===== src/rtl/layer_pkg.sv =====
// Shared types and helpers for the time-multiplexed layer sequencer.
package layer_pkg;

   localparam int SIZE_DEF  = 3;
   localparam int DEPTH_DEF = 8;

   typedef enum logic [2:0] {IDLE, LOAD, WFETCH, RUN, DRAIN, DONE} seq_state_t;

   typedef logic [SIZE_DEF-1:0][SIZE_DEF-1:0][DEPTH_DEF-1:0] weight_mat_t;

   localparam int SLOT_W = $clog2(SIZE_DEF + 1);

   // Slot counter width for a frame of size+1 slots.
   function automatic int slot_width(input int size);
      return (size < 1) ? 1 : $clog2(size + 1);
   endfunction

endpackage


===== src/rtl/layer_sequencer_frame_timer.sv =====
// Frame slot counter (0..SIZE) with flags for the last payload slot and the STORE slot.
module frame_timer
   import layer_pkg::*;
#(
   parameter int SIZE = 3,
   parameter int SW   = slot_width(SIZE)
) (
   input  logic          clk,
   input  logic          rst,
   input  logic          clr,
   input  logic          en,
   output logic [SW-1:0] slot,
   output logic          payload_last,
   output logic          slot_last
);

   logic [SW-1:0] slot_reg;

   always_ff @(posedge clk or posedge rst) begin
      if (rst) begin
         slot_reg <= '0;
      end else if (clr) begin
         slot_reg <= '0;
      end else if (en) begin
         slot_reg <= (slot_reg == SW'(SIZE)) ? '0 : slot_reg + SW'(1);
      end
   end

   assign slot         = slot_reg;
   assign payload_last = (slot_reg == SW'(SIZE - 1));
   assign slot_last    = (slot_reg == SW'(SIZE));

endmodule


===== src/rtl/layer_sequencer.sv =====
// Time-multiplexes one fully-connected layer over NUM_LAYERS logical layers:
// buffers inputs, fetches per-layer weights, drives layer frames and drains results.
module layer_sequencer
   import layer_pkg::*;
#(
   parameter int SIZE       = 3,
   parameter int DEPTH      = 8,
   parameter int NUM_LAYERS = 4,
   parameter int LAYER_W    = (NUM_LAYERS > 1) ? $clog2(NUM_LAYERS) : 1
) (
   input  logic                        clk,
   input  logic                        rst,
   input  logic                        start,
   output logic                        busy,
   output logic                        done,
   input  logic                        in_valid,
   output logic                        in_ready,
   input  logic [DEPTH-1:0]            in_data,
   output logic                        w_rd_en,
   output logic [LAYER_W-1:0]          w_rd_addr,
   input  logic [SIZE*SIZE*DEPTH-1:0]  w_rd_data,
   output logic                        layer_rst,
   output logic                        input_select,
   output logic [DEPTH-1:0]            x_input,
   output logic [SIZE*SIZE*DEPTH-1:0]  w,
   input  logic [DEPTH-1:0]            y,
   output logic                        out_valid,
   output logic [DEPTH-1:0]            out_data
);

   localparam int SW    = slot_width(SIZE);
   localparam int MAT_W = SIZE * SIZE * DEPTH;
   localparam logic [LAYER_W-1:0] LAST_LAYER = LAYER_W'(NUM_LAYERS - 1);

   seq_state_t          state_reg, state_next;
   logic                wf_phase_reg, wf_phase_next;
   logic [LAYER_W-1:0]  layer_reg, layer_next;
   logic [SW-1:0]       load_cnt_reg, load_cnt_next;
   logic [MAT_W-1:0]    w_reg;
   logic                w_load;
   logic                beat;
   logic [SIZE-1:0][DEPTH-1:0] buffer;
   logic [DEPTH-1:0]    x_sel;

   logic [SW-1:0]       slot;
   logic                payload_last, slot_last;
   logic                timer_en;

   assign beat     = (state_reg == LOAD) && in_valid;
   assign timer_en = (state_reg == RUN) || (state_reg == DRAIN);

   frame_timer #(.SIZE(SIZE), .SW(SW)) u_frame_timer (
      .clk          (clk),
      .rst          (rst),
      .clr          (!timer_en),
      .en           (timer_en),
      .slot         (slot),
      .payload_last (payload_last),
      .slot_last    (slot_last)
   );

   genvar gi;
   generate
      for (gi = 0; gi < SIZE; gi++) begin : g_buf
         logic [DEPTH-1:0] word_reg;
         always_ff @(posedge clk or posedge rst) begin
            if (rst) begin
               word_reg <= '0;
            end else if (beat && (load_cnt_reg == SW'(gi))) begin
               word_reg <= in_data;
            end
         end
         assign buffer[gi] = word_reg;
      end
   endgenerate

   always_comb begin
      x_sel = '0;
      for (int i = 0; i < SIZE; i++) begin
         if (slot == SW'(i)) begin
            x_sel = buffer[i];
         end
      end
   end

   always_ff @(posedge clk or posedge rst) begin
      if (rst) begin
         state_reg    <= IDLE;
         wf_phase_reg <= 1'b0;
         layer_reg    <= '0;
         load_cnt_reg <= '0;
         w_reg        <= '0;
      end else begin
         state_reg    <= state_next;
         wf_phase_reg <= wf_phase_next;
         layer_reg    <= layer_next;
         load_cnt_reg <= load_cnt_next;
         if (w_load) begin
            w_reg <= w_rd_data;
         end
      end
   end

   assign w = w_reg;

   always_comb begin
      state_next    = state_reg;
      wf_phase_next = wf_phase_reg;
      layer_next    = layer_reg;
      load_cnt_next = load_cnt_reg;
      busy          = 1'b1;
      done          = 1'b0;
      in_ready      = 1'b0;
      w_rd_en       = 1'b0;
      w_rd_addr     = '0;
      layer_rst     = 1'b1;
      input_select  = 1'b1;
      x_input       = '0;
      out_valid     = 1'b0;
      out_data      = '0;
      w_load        = 1'b0;

      case (state_reg)
         IDLE: begin
            busy          = 1'b0;
            load_cnt_next = '0;
            layer_next    = '0;
            if (start) begin
               state_next = LOAD;
            end
         end
         LOAD: begin
            in_ready = 1'b1;
            if (in_valid) begin
               if (load_cnt_reg == SW'(SIZE - 1)) begin
                  state_next    = WFETCH;
                  wf_phase_next = 1'b0;
               end else begin
                  load_cnt_next = load_cnt_reg + SW'(1);
               end
            end
         end
         WFETCH: begin
            if (!wf_phase_reg) begin
               w_rd_en       = 1'b1;
               wf_phase_next = 1'b1;
            end else begin
               w_load        = 1'b1;
               wf_phase_next = 1'b0;
               layer_next    = '0;
               state_next    = RUN;
            end
         end
         RUN: begin
            layer_rst = 1'b0;
            if (layer_reg == '0) begin
               input_select = 1'b1;
               if (!slot_last) begin
                  x_input = x_sel;
               end
            end else begin
               input_select = 1'b0;
            end
            // Prefetch the next layer's weights so they land exactly at the frame boundary.
            if (payload_last && (layer_reg != LAST_LAYER)) begin
               w_rd_en   = 1'b1;
               w_rd_addr = layer_reg + LAYER_W'(1);
            end
            if (slot_last) begin
               if (layer_reg != LAST_LAYER) begin
                  w_load     = 1'b1;
                  layer_next = layer_reg + LAYER_W'(1);
               end else begin
                  state_next = DRAIN;
               end
            end
         end
         DRAIN: begin
            layer_rst    = 1'b0;
            input_select = 1'b0;
            out_valid    = 1'b1;
            out_data     = y;
            if (payload_last) begin
               state_next = DONE;
            end
         end
         DONE: begin
            done       = 1'b1;
            state_next = IDLE;
         end
         default: begin
            state_next = IDLE;
         end
      endcase
   end

endmodule


===== config.mk =====
export PLATFORM = sky130hd
export DESIGN_NAME = layer_sequencer
export DESIGN_NICKNAME = d
export VERILOG_FILES = /design/src/rtl/layer_pkg.sv /design/src/rtl/layer_sequencer_frame_timer.sv /design/src/rtl/layer_sequencer.sv
export SDC_FILE = /design/constraint.sdc
export NUM_CORES = 1
export LEC_CHECK = 0
export CELL_PAD_IN_SITES_DETAIL_PLACEMENT = 0
export CELL_PAD_IN_SITES_GLOBAL_PLACEMENT = 1
export CORE_ASPECT_RATIO = 0.8
export CORE_UTILIZATION = 38
export DETAILED_ROUTE_END_ITERATION = 7
export PLACE_DENSITY_LB_ADDON = 0.1
export SLEW_MARGIN = 40
export SYNTH_ARGS = -nofsm -noshare
export SYNTH_HDL_FRONTEND = slang
export SYNTH_SLANG_ARGS = --single-unit

===== constraint.sdc =====
create_clock -name clk -period 5.4 [get_ports clk]
set_input_delay 0.81 -clock clk [delete_from_list [all_inputs] [get_ports clk]]
set_output_delay 0.81 -clock clk [all_outputs]
set_load 0.01 [all_outputs]

==> results.toml, run 1 <==
[drt]
drc_errors = 0
num_vias = 3281
drt_first_iter_violations = 145
ant_nets = 0
drt-pass1-iter-count = 4
route.detailed.vias_per_inst = 4.66
post_drt_wl_per_cell_um = 16.2
totalWireLength_mm = 11.4

[critical_path]
timing.critical_path.to_type = "output pin"
crit_buf_inv = 2
worst_path_dominant_cell_family = "buffers and inverters"
crit_path_cell_trace = "inv_1 > ha_1 > nand2b_1 > a211oi_1 > clkdlybuf4s50_1"
worst_ep_required_time_ns = 4.59
crit_fanout = 18
critical_path_arrival_ns = 2.56
worst_path_largest_cell_delay_ns = 0.61
critPathKind = "register to output pin"
slowest_stage = "sky130_fd_sc_hd__ha_1"
startpoint_type = "register"

[sta]
final_min_period_over_clock_period_pct = 62.5
max_clock_freq_mhz = 296
setup_total_negative_slack_ns = 0
timing.final.hold_violations = 0
fin_skew_ns = 0.00477
timing.final.max_slew_violations = 0
worst_hold_slack_ns = 0.486
worstMarginPinSlew_ns = 0.698
timing.max_slew.rel_slack_pct = 53.5
setup-violations-final = 0
final_critical_path_setup_slack_ns = 2.03
setup_repair_after_global_routing_missed_its_margin = "false"
period_needed_ns = 3.37

[synthesis]
synth_cell_type_count = 37
synth_flop_cell = "sky130_fd_sc_hd__dfrtp_1"
ys_ff_latch = 106
seq_area_frac_synth_pct = 53.3
netlist_instances = 337
synth_enable_flop_cells = 0
syn_area_um2 = 4980
post_synth.cell_area_avg_um2 = 14.8
async_flop_share_pct = 100
synthesis.yosys.warnings = 0
postSynthNetCount = 438

[global_routing]
grt_use_total_pct = 17.6
pin_count_of_the_biggest_net_entering_global_routing = 71
grt_pass1_wl_mm = 18.4
vias_in_the_first_global_route = 3422
overflow = 0
antenna_found_initial = 0

[die]
rows = 37
initial_utilization_pct = 38.8
die_h_um = 104
die_area_um2 = 13600
pin_count = 189
die_width_um = 130
placeableCoreArea_um2 = 12800

[place]
dpl-instance-area_um2 = 6980
post_placement_setup_slack_ns = 2.35
gpl.final_weighted_congestion = 0.757
post-place-cells = 689
place.port_buffers = 188
place.detailed.hpwl_mm = 8.11

[pwr]
cellInternalPower_mw = 2.86
power.combinational.fraction_pct = 48.0
cellPowerDensity_nw_per_um2 = 566
total_switching_power_mw = 1.27
share_clk_of_total_power_pct = 17.1
power.ir.vdd_worst_uv = 276
sw_frac_of_total_pct = 30.8
share_seq_of_total_power_pct = 34.8
cellLeakagePower_nw = 3.20

[clock_tree]
worstSkewPairLatency_ns = 0.34
htree_num_levels = 3
cts_sinks = 106
cts.repair.resized = 0
post-cts-setup-buffer-count = 0
numCtsBuffers = 9
cts_hold_repair.buffers = 0
clkSlewWorstSetupHoldPaths_ns = 0.07
cts_root_buf = "sky130_fd_sc_hd__clkbuf_16"
clock_tree.buffer_depth = 2
cts_tree = "built"

[cells_and_area]
nNetsFinal = 626
drive_above_1_share_pct = 18.0
largest_reg_flops = 72
post-route-cell-area_um2 = 7290
fill_cells = 1106
fin_cells = 704
area.growth.synth_to_final_pct = 46.5
antennaDiodeCount = 0

[job]
cap_violations = 0

[worst_hold_path]
hold_class = "register to register"

[run_status]
run_status = "finished, final reports clean"
## routing by layer
layer	routed length [µm]	track usage, %	up-vias
li1	-	-	1546
met1	5100	23.0	1623
met2	5330	27.5	107
met3	923	6.94	5
met4	68	3.32	0
met5	0	0	-
## cell usage in the layout, fill, tap and decap left out, types with 2 or more instances in the layout
master	count
sky130_fd_sc_hd__nor2_1	7
sky130_fd_sc_hd__nor3_1	3
sky130_fd_sc_hd__a211oi_1	2
sky130_fd_sc_hd__a21oi_1	3
sky130_fd_sc_hd__o21ai_1	2
sky130_fd_sc_hd__bufinv_16	2
sky130_fd_sc_hd__nand3b_1	3
sky130_fd_sc_hd__ha_1	9
sky130_fd_sc_hd__clkdlybuf4s50_1	188
sky130_fd_sc_hd__dfrtp_1	106
sky130_fd_sc_hd__nor3b_1	3
sky130_fd_sc_hd__o21ai_0	9
sky130_fd_sc_hd__clkinvlp_4	2
sky130_fd_sc_hd__nand2_1	22
sky130_fd_sc_hd__buf_4	2
sky130_fd_sc_hd__and2_1	8
sky130_fd_sc_hd__nor2b_1	2
sky130_fd_sc_hd__mux2_4	70
sky130_fd_sc_hd__clkbuf_16	9
sky130_fd_sc_hd__nand2b_1	12
sky130_fd_sc_hd__mux2_1	28
sky130_fd_sc_hd__o211a_1	8
sky130_fd_sc_hd__inv_1	8
## metrics by stage
stage	utilization [%]	power, mW
finish	56.9	4.13
CTS	56.9	4.18
floorplan	-	2.57
detailed placement	54.4	3.44
global placement	54.0	3.40
global route	56.9	4.38
## area by class of cell
type                    count  area (µm²)  area share (%)
flip-flops and latches    106        2650            36.4
multi-input cells         207        2120            29.1
repair buffers            192        1940            26.7
clock buffers               9         225            3.09
well taps                 175         219            3.00
clock inverters             6        91.3            1.25
inverters                   9        38.8           0.532
## kinds of logic after synthesis
group,Yosys count,synth area share [%]
AO/OA/AOI/OAI,31,4.40
buffers and inverters,24,4.35
adder cells (fa/ha/maj),9,2.26
AND/OR/NAND/NOR,68,8.07
multiplexers,99,27.6
flip-flops,106,53.3
## path summary, 6_finish.rpt
kind,from,endpoint,slack (ns),cells past startpoint
worst max-delay path,u_frame_timer.slot[0],w_rd_en,2.03,5
worst min-delay path,g_buf[2].word_reg[3],g_buf[2].word_reg[3],0.49,1
worst max register to register,state_reg[1],w[12],3.14,4
worst min register to register,g_buf[2].word_reg[3],g_buf[2].word_reg[3],0.49,1
max in group asynchronous,rst,g_buf[0].word_reg[0],3.49,3
min in group asynchronous,rst,w[12],0.94,2
## power groups by stage
| stage | combinational, mW | sequential, mW | clock, mW |
|---|---|---|---|
| 6_report | 1.98 | 1.44 | 0.707 |
| 5_1_grt | 2.12 | 1.49 | 0.762 |
| 4_1_cts | 2.01 | 1.44 | 0.726 |
| 3_5_place_dp | 2.00 | 1.44 | 0 |
| 3_3_place_gp | 1.98 | 1.43 | 0 |
| 2_1_floorplan | 1.04 | 1.53 | 0 |
## synthesized netlist by cell type, types with 3 or more instances
cell	number	area, µm²
sky130_fd_sc_hd__inv_1	9	33.8
sky130_fd_sc_hd__a21oi_1	3	15.0
sky130_fd_sc_hd__mux2_1	28	315
sky130_fd_sc_hd__o211a_1	8	80.1
sky130_fd_sc_hd__o21ai_0	9	45.0
sky130_fd_sc_hd__buf_2	4	20.0
sky130_fd_sc_hd__nand3b_1	3	22.5
sky130_fd_sc_hd__and2_1	8	50.1
sky130_fd_sc_hd__ha_1	9	113
sky130_fd_sc_hd__nor3_1	3	15.0
sky130_fd_sc_hd__dfrtp_1	106	2650
sky130_fd_sc_hd__clkbuf_1	3	11.3
sky130_fd_sc_hd__nand2_1	22	82.6
sky130_fd_sc_hd__buf_12	7	140
sky130_fd_sc_hd__mux2_4	70	1050
sky130_fd_sc_hd__nand2b_1	12	75.1
sky130_fd_sc_hd__nor2_1	7	26.3
sky130_fd_sc_hd__nor3b_1	4	30.0
Note: power is estimated with default switching activity, not from simulation.
==> run 2: changes to the inputs <==
--- a/config.mk
+++ b/config.mk
@@ -8,7 +8,7 @@
 export CELL_PAD_IN_SITES_DETAIL_PLACEMENT = 0
 export CELL_PAD_IN_SITES_GLOBAL_PLACEMENT = 1
 export CORE_ASPECT_RATIO = 0.8
-export CORE_UTILIZATION = 38
+export CORE_UTILIZATION = 35
 export DETAILED_ROUTE_END_ITERATION = 7
 export PLACE_DENSITY_LB_ADDON = 0.1
 export SLEW_MARGIN = 40
==> constraint.sdc (replaced) <==
create_clock -name clk -period 3.4 [get_ports clk]
set_input_delay 0.51 -clock clk [delete_from_list [all_inputs] [get_ports clk]]
set_output_delay 0.51 -clock clk [all_outputs]
set_load 0.01 [all_outputs]
==> run 2 against run 1 <==
Compared with the run above:
- sequential power rose by 60%
- combinational power grew 58%
- critical path depth down 1
- die area up 8.4%
- non-clock buffer count grew 3
- first-iteration DRC count is 34% lower
- worst setup slack got worse by 1.5 ns
==> results.toml, run 2 (synthesized netlist as in run 1, its figures left out) <==
[drt]
route.detailed.vias_per_inst = 4.55
num_vias = 3244
totalWireLength_mm = 11.4
drt-pass1-iter-count = 4
drt_first_iter_violations = 96
ant_nets = 0
drc_errors = 0
post_drt_wl_per_cell_um = 16.0

[job]
cap_violations = 0

[clock_tree]
post-cts-setup-buffer-count = 0
worstSkewPairLatency_ns = 0.34
cts_root_buf = "sky130_fd_sc_hd__clkbuf_16"
clock_tree.buffer_depth = 2
clkSlewWorstSetupHoldPaths_ns = 0.07
htree_num_levels = 3
cts_sinks = 106
cts_hold_repair.buffers = 0
cts.repair.resized = 0
cts_tree = "built"
numCtsBuffers = 9

[pwr]
power.ir.vdd_worst_uv = 409
cellLeakagePower_nw = 3.22
cellPowerDensity_nw_per_um2 = 894

[place]
gpl.final_weighted_congestion = 0.744
place.port_buffers = 188
dpl-instance-area_um2 = 6990
place.detailed.hpwl_mm = 8.29
post_placement_setup_slack_ns = 0.833

[cells_and_area]
layout_common_cells = "sky130_fd_sc_hd__clkdlybuf4s50_1, sky130_fd_sc_hd__dfrtp_1, sky130_fd_sc_hd__mux2_4, sky130_fd_sc_hd__mux2_1, sky130_fd_sc_hd__nand2_1"
layout.cells.most_common = "sky130_fd_sc_hd__clkdlybuf4s50_1"
largest_reg_flops = 72
layout.core_utilization_pct = 53.2
area.growth.synth_to_final_pct = 46.8
final-seq-area_um2 = 2650
antennaDiodeCount = 0
drive_above_1_share_pct = 18.4
fill_cells = 1151
multi_input_comb_area_um2 = 2120
nNetsFinal = 629
post-route-cell-area_um2 = 7310

[sta]
setup_repair_after_global_routing_missed_its_margin = "false"
final_critical_path_setup_slack_ns = 0.479
period_needed_ns = 2.92
max_clock_freq_mhz = 342
timing.final.hold_violations = 0
worstMarginPinSlew_ns = 0.541
setup_total_negative_slack_ns = 0
fin_skew_ns = 0.00942
timing.max_slew.rel_slack_pct = 63.9
timing.final.max_slew_violations = 0
setup-violations-final = 0
final_min_period_over_clock_period_pct = 85.9
worst_hold_slack_ns = 0.485

[global_routing]
antenna_found_initial = 0
overflow = 0
grt_pass1_wl_mm = 18.6
pin_count_of_the_biggest_net_entering_global_routing = 45
vias_in_the_first_global_route = 3595
grt_use_total_pct = 16.6

[die]
initial_utilization_pct = 36.2
pin_count = 189
die_area_um2 = 14700
rows = 38
die_h_um = 109
placeableCoreArea_um2 = 13700
die_width_um = 135

[critical_path]
crit_path_cell_trace = "nand3b_4 > nor3b_4 > o211a_1 > clkdlybuf4s50_1"
startpoint_type = "register"
worst_path_largest_cell_delay_ns = 0.65
worst_path_dominant_cell_family = "flip-flops"
crit_buf_inv = 1
critPathKind = "register to output pin"
worst_ep_required_time_ns = 2.89
timing.critical_path.to_type = "output pin"
crit_fanout = 16
critical_path_arrival_ns = 2.41
slowest_stage = "sky130_fd_sc_hd__dfrtp_1"

[run_status]
run_status = "finished, final reports clean"

[worst_hold_path]
hold_class = "register to register"
[run 2: where the power goes]
part / internal [mW] / switching (mW) / leakage, nW
clock network: 0.644 / 0.463 / 0.156
registers: 1.89 / 0.403 / 1.27
logic: 1.99 / 1.14 / 1.80
total: 4.53 / 2.00 / 3.22
[run 2: metrics by stage]
| stage | std cells | total power, mW |
|---|---|---|
| 2_1_floorplan | 337 | 4.08 |
| 3_3_place_gp | 697 | 5.43 |
| 3_5_place_dp | 697 | 5.46 |
| 4_1_cts | 713 | 6.63 |
| 5_1_grt | 713 | 6.95 |
| 6_report | 713 | 6.53 |
[run 2: routing by layer]
layer	wire, µm	track usage, %	vias up
li1	-	-	1549
met2	5320	26.6	108
met4	89	4.09	0
met3	989	6.65	9
met5	0	0	-
met1	5030	20.8	1578
[run 2: path summary, 6_finish.rpt]
kind	start	end	slack, ns	cells after the start
setup reg to reg	state_reg[1]	w[61]	1.22	4
hold reg to reg	g_buf[2].word_reg[2]	g_buf[2].word_reg[2]	0.48	1
max in group asynchronous	rst	w[12]	2.13	3
setup / recovery	state_reg[1]	x_input[5]	0.48	4
min in group asynchronous	rst	w[63]	0.56	2
hold / removal	g_buf[2].word_reg[2]	g_buf[2].word_reg[2]	0.48	1
[run 2: final cells by class]
type	count	area share, %
Sequential cell	106	36.3
Timing Repair Buffer	195	26.8
Tap cell	180	3.08
Inverter	9	0.497
Clock inverter	7	1.25
Multi-Input combinational cell	207	29.0
Clock buffer	9	3.08
